==> src/rtl/instr_fetch_unit.sv <==
`default_nettype none
// ============================================================================
// Module   : instr_fetch_unit
// Fetches 16-bit instructions at PC, decodes opcode[15:12] and dispatches ALU
// ops to ALUFSM. Optional EXEC watchdog is built when FETCH_WDOG_EN is defined.
// Revision : 1.0 - initial release
// ============================================================================
module instr_fetch_unit #(
  parameter int PC_W    = 8,
  parameter int TIMEOUT = 16
) (
  input  logic            clk,
  input  logic            rst,
  output logic [PC_W-1:0] memAddr,
  output logic            memRead,
  input  logic [15:0]     memData,
  input  logic            memValid,
  output logic [15:0]     instruction,
  output logic            aluStart,
  input  logic            aluDone,
  input  logic            pcInc,
  output logic            halted,
  output logic            wdogErr
);

  typedef enum logic [2:0] {
    S_FETCH  = 3'd0,
    S_WAIT   = 3'd1,
    S_DECODE = 3'd2,
    S_EXEC   = 3'd3,
    S_HALTED = 3'd4
  } state_t;

  localparam logic [3:0]      c_OP_ALU  = 4'b1000;
  localparam logic [3:0]      c_OP_JMP  = 4'b0100;
  localparam logic [3:0]      c_OP_HALT = 4'b1111;
  localparam logic [PC_W-1:0] c_PC_ONE  = PC_W'(1);

  state_t            r_state;
  logic [PC_W-1:0]   r_pc;
  logic [15:0]       r_instr;
  logic              r_mem_read;
  logic              r_alu_start;
  logic              r_halted;
  logic              r_inc_taken;
  logic              w_wdog_fire;
  logic              w_exec_exit;
  logic              w_pc_bump;

`ifdef FETCH_WDOG_EN
  localparam int                 c_CNT_W    = $clog2(TIMEOUT + 1);
  localparam logic [c_CNT_W-1:0] c_CNT_LAST = c_CNT_W'(TIMEOUT - 1);
  localparam logic [c_CNT_W-1:0] c_CNT_ONE  = c_CNT_W'(1);

  logic [c_CNT_W-1:0] r_wdog_cnt;
  logic               r_wdog_err;

  assign w_wdog_fire = (r_state == S_EXEC) && (r_wdog_cnt == c_CNT_LAST) && !aluDone;
  assign wdogErr     = r_wdog_err;
`else
  assign w_wdog_fire = 1'b0;
  // Without the watchdog the flag folds to 0 for any legal TIMEOUT.
  assign wdogErr     = (TIMEOUT < 0);
`endif

  assign w_exec_exit = aluDone || w_wdog_fire;
  // A timeout advances PC only if ALUFSM has not already done so.
  assign w_pc_bump   = (pcInc || w_wdog_fire) && !r_inc_taken;

  always_ff @(posedge clk or negedge rst) begin
    if (!rst) begin
      r_state     <= S_FETCH;
      r_pc        <= '0;
      r_instr     <= '0;
      r_mem_read  <= 1'b0;
      r_alu_start <= 1'b0;
      r_halted    <= 1'b0;
      r_inc_taken <= 1'b0;
`ifdef FETCH_WDOG_EN
      r_wdog_cnt  <= '0;
      r_wdog_err  <= 1'b0;
`endif
    end else begin
      r_alu_start <= 1'b0;
      case (r_state)
        S_FETCH, S_WAIT: begin
          if (memValid) begin
            r_instr     <= memData;
            r_alu_start <= (memData[15:12] == c_OP_ALU);
            r_mem_read  <= 1'b0;
            r_state     <= S_DECODE;
          end else begin
            r_mem_read  <= 1'b1;
            r_state     <= S_WAIT;
          end
        end
        S_DECODE: begin
          case (r_instr[15:12])
            c_OP_ALU: begin
              r_inc_taken <= 1'b0;
`ifdef FETCH_WDOG_EN
              r_wdog_cnt  <= '0;
`endif
              r_state     <= S_EXEC;
            end
            c_OP_JMP: begin
              r_pc       <= r_instr[PC_W-1:0];
              r_mem_read <= 1'b1;
              r_state    <= S_FETCH;
            end
            c_OP_HALT: begin
              r_halted <= 1'b1;
              r_state  <= S_HALTED;
            end
            default: begin
              r_pc       <= r_pc + c_PC_ONE;
              r_mem_read <= 1'b1;
              r_state    <= S_FETCH;
            end
          endcase
        end
        S_EXEC: begin
          if (w_pc_bump) begin
            r_pc        <= r_pc + c_PC_ONE;
            r_inc_taken <= 1'b1;
          end
          if (w_exec_exit) begin
            r_mem_read <= 1'b1;
            r_state    <= S_FETCH;
          end
`ifdef FETCH_WDOG_EN
          if (w_wdog_fire) begin
            r_wdog_err <= 1'b1;
          end else if (!aluDone) begin
            r_wdog_cnt <= r_wdog_cnt + c_CNT_ONE;
          end
`endif
        end
        S_HALTED: begin
          r_halted   <= 1'b1;
          r_mem_read <= 1'b0;
        end
        default: begin
          r_state <= S_FETCH;
        end
      endcase
    end
  end

  assign memAddr     = r_pc;
  assign memRead     = r_mem_read;
  assign instruction = r_instr;
  assign aluStart    = r_alu_start;
  assign halted      = r_halted;

endmodule
`default_nettype wire

==> config.mk <==
export PLATFORM = sky130hd
export DESIGN_NAME = instr_fetch_unit
export DESIGN_NICKNAME = d
export VERILOG_FILES = /design/src/rtl/instr_fetch_unit.sv
export SDC_FILE = /design/constraint.sdc
export NUM_CORES = 1
export LEC_CHECK = 0
export BUFFER_PORTS_ARGS = -buffer_cell sky130_fd_sc_hd__buf_2
export CORE_MARGIN = 2
export CORE_UTILIZATION = 50
export CTS_CLUSTER_DIAMETER = 150
export DETAILED_ROUTE_END_ITERATION = 7
export GPL_ROUTABILITY_DRIVEN = 0
export MAX_ROUTING_LAYER = met4
export PLACE_DENSITY = 0.87
export RECOVER_POWER = 100
export SYNTH_ARGS = -nofsm -noshare
export SYNTH_HDL_FRONTEND = slang
export SYNTH_SLANG_ARGS = --single-unit
==> constraint.sdc <==
create_clock -name clk -period 2.61 [get_ports clk]
set_clock_uncertainty 0.15 [all_clocks]
set_input_delay 0.6525 -clock clk [delete_from_list [all_inputs] [get_ports clk]]
set_output_delay 0.6525 -clock clk [all_outputs]
set_load 0.1 [all_outputs]
==> out/metrics.cfg <==
[global_route]
globalRouteTotalUtil_pct=23.7
initial_antenna_violation_count=0
overflow=0
grt_pass1_vias=1279
grt_max_degree=32
grt_first_pass_wirelength_um=5950

[yosys]
synth.cell_area_um2=1500
synth.avg_cell_area_um2=11.0
library_cells_used_by_synthesis=41
yosys_register_bits=31
postSynth.topFlopCell=sky130_fd_sc_hd__dfrtp_1
synth_area_leader_cell=sky130_fd_sc_hd__dfrtp_1
synth.yosys.seq_area_share_pct=51.6
area_contributors_post_synth=sky130_fd_sc_hd__dfrtp_1 (52%), sky130_fd_sc_hd__mux2_2 (12%), sky130_fd_sc_hd__a21oi_1 (3.0%)
ys_warn_count=0
syn_inst=137
top_cell_type_s_share_of_synthesized_area_pct=51.6
postSynthNetCount=159
async_flop_share_pct=100
synth_enable_flop_cells=0

[drt]
drtPass1Iterations=6
vias=1329
detail-route-antenna-nets=0
routedWlPerCell_um=16.0
post_drt_via_cell_ratio=6.10
drc=1
drt-initial-drc-count=64
detail_route.wirelength_um=3490

[layout]
antenna-diode-count=0
finish.utilization_pct=64.2
fillcell_total=243
area.sequential_um2=778
combined_area_of_the_multi_input_logic_cells_um2=666
layout.nets=208
layout_commonest_cell=sky130_fd_sc_hd__dfrtp_1
mostFrequentLayoutCells=sky130_fd_sc_hd__dfrtp_1 (29), sky130_fd_sc_hd__clkbuf_2 (25), sky130_fd_sc_hd__buf_2 (19)
final_layout_size_suffix_gt1_share_pct=39.6
layout-area-overhead-vs-synth_pct=19.8

[die]
core_area_um2=2810
die_area_um2=3460
floorplan.io_pins=49
die_width_um=58.8
row_count=19
start_util_pct=53.6
die_height_um=58.8

[clocking]
cts-buffers-inserted=5
postCtsSetupRepairBufs=0
clock_latency_ns=0.33
htreeDepth=2
clk_root_buffer_cell=sky130_fd_sc_hd__clkbuf_4
postcts_resize_cnt=0
cts_tree=done
clockBufferDepth=2
cts_hold_buf=0
worst_setup_hold_path_clk_slew_ns=0.10
tritoncts_num_sinks=31

[critical_path]
critPathLaunchType=flip-flop
cp.arrival_ns=2.46
endpoint_kind=flip-flop
crit_path_max_fanout=8
worst-endpoint-required_ns=2.69
timing_worst_setup_path_type=reg -> reg

[timing]
finalHoldViolCount=0
finalSetupViolations=0
tns_ns=0
slew_viol_final=32
achievable-frequency_ghz=0.421
timing.final.crit_period_ns=2.38
rsz0062_at_grt=no
worst_slew_margin_rel_pct=-8.51
share_of_the_cycle_needed_by_the_critical_path_after_routing_pct=91.0
worst_slew_pin_tran_ns=1.63

[min_path]
timing.hold.worst.class=reg -> reg

[outcome]
outcome=complete, but fails checks
failed_checks=DRC, capacitance limit, slew limit

[placement]
buffer_ports.inserted=47
hpwlAfterDp_um=2510

[job]
drv.max_cap_violation_count=1

-- area by class of cell --
class                   instances  area share (%)
clock buffers                   5            2.08
clock inverters                 3           0.834
inverters                       4           0.834
multi-input cells              94            37.0
flip-flops and latches         31            43.2
well taps                      31            2.15
repair buffers                 50            13.9
-- final timing paths --
| check | from | endpoint | slack [ns] | cells past startpoint |
|---|---|---|---|---|
| setup / recovery | instruction[13]$_DFFE_PN0N_ | memAddr[7]$_DFFE_PN0P_ | 0.23 | 4 |
| hold / removal | halted$_DFFE_PN0P_ | halted$_DFFE_PN0P_ | 0.32 | 1 |
| max in group asynchronous | rst | instruction[12]$_DFFE_PN0N_ | 0.68 | 1 |
| hold reg to reg | halted$_DFFE_PN0P_ | halted$_DFFE_PN0P_ | 0.32 | 1 |
| min in group asynchronous | rst | instruction[3]$_DFFE_PN0N_ | 0.57 | 1 |
| setup reg to reg | instruction[13]$_DFFE_PN0N_ | memAddr[7]$_DFFE_PN0P_ | 0.23 | 4 |
-- critical path, cell delays in order, from the launching register on --
cell                      delay [ns]
sky130_fd_sc_hd__dfrtp_1        0.45
sky130_fd_sc_hd__or4b_1         0.69
sky130_fd_sc_hd__or2_0          0.44
sky130_fd_sc_hd__mux2_1         0.38
sky130_fd_sc_hd__a22o_1         0.17
-- synthesized netlist by cell type, types with 2 or more instances --
master and instances:
sky130_fd_sc_hd__dfrtp_1 31, sky130_fd_sc_hd__clkbuf_1 3, sky130_fd_sc_hd__o21ai_1 2, sky130_fd_sc_hd__a21oi_1 9
sky130_fd_sc_hd__inv_1 4, sky130_fd_sc_hd__nand2b_1 4, sky130_fd_sc_hd__nand4_1 4, sky130_fd_sc_hd__a22oi_1 2
sky130_fd_sc_hd__nor3_1 3, sky130_fd_sc_hd__mux2_2 16, sky130_fd_sc_hd__o211ai_1 6, sky130_fd_sc_hd__a31oi_1 4
sky130_fd_sc_hd__nor2_1 6, sky130_fd_sc_hd__and3_1 4, sky130_fd_sc_hd__nand3_1 2, sky130_fd_sc_hd__nand2_1 4
sky130_fd_sc_hd__nor2b_1 2, sky130_fd_sc_hd__buf_1 2, sky130_fd_sc_hd__o21ai_0 5, sky130_fd_sc_hd__o22ai_1 3
-- through the flow --
step	setup WS [ns]	hold WS, ns	instance area (µm²)	instances
2_1_floorplan	0.0297	0.207	1510	137
3_3_place_gp	0.408	0.297	1780	210
3_5_place_dp	0.350	0.301	1780	210
4_1_cts	0.326	0.211	1830	218
5_1_grt	0.146	0.361	1800	218
6_report	0.235	0.321	1800	218
-- layer usage --
layer	routed length (µm)	GRT usage, %	vias to the layer above
met5	0	-	-
met4	104	10.4	0
met3	284	6.15	14
met2	1760	37.1	81
met1	1340	28.8	630
li1	-	-	604
-- cells by family (layout without fill, tap and decap cells) --
family / Yosys count / after routing / synth area share, %
flops: 31 / 31 / 51.6
buf+inv: 12 / 62 / 3.83
other cells: 1 / 1 / 0.250
compound gates: 36 / 36 / 14.9
simple gates: 38 / 38 / 14.9
fa+ha+maj: 1 / 1 / 0.833
mux: 18 / 18 / 13.7
-- registers in the layout (all words and copies together), names as in the netlist --
signal,count
r_state,3
halted,1
memAddr,8
r_inc_taken,1
aluStart,1
instruction,16
memRead,1
Power is left out: the tool's default activity adds up to more than one toggle a clock period on the data nets, which glitch-free logic cannot reach.
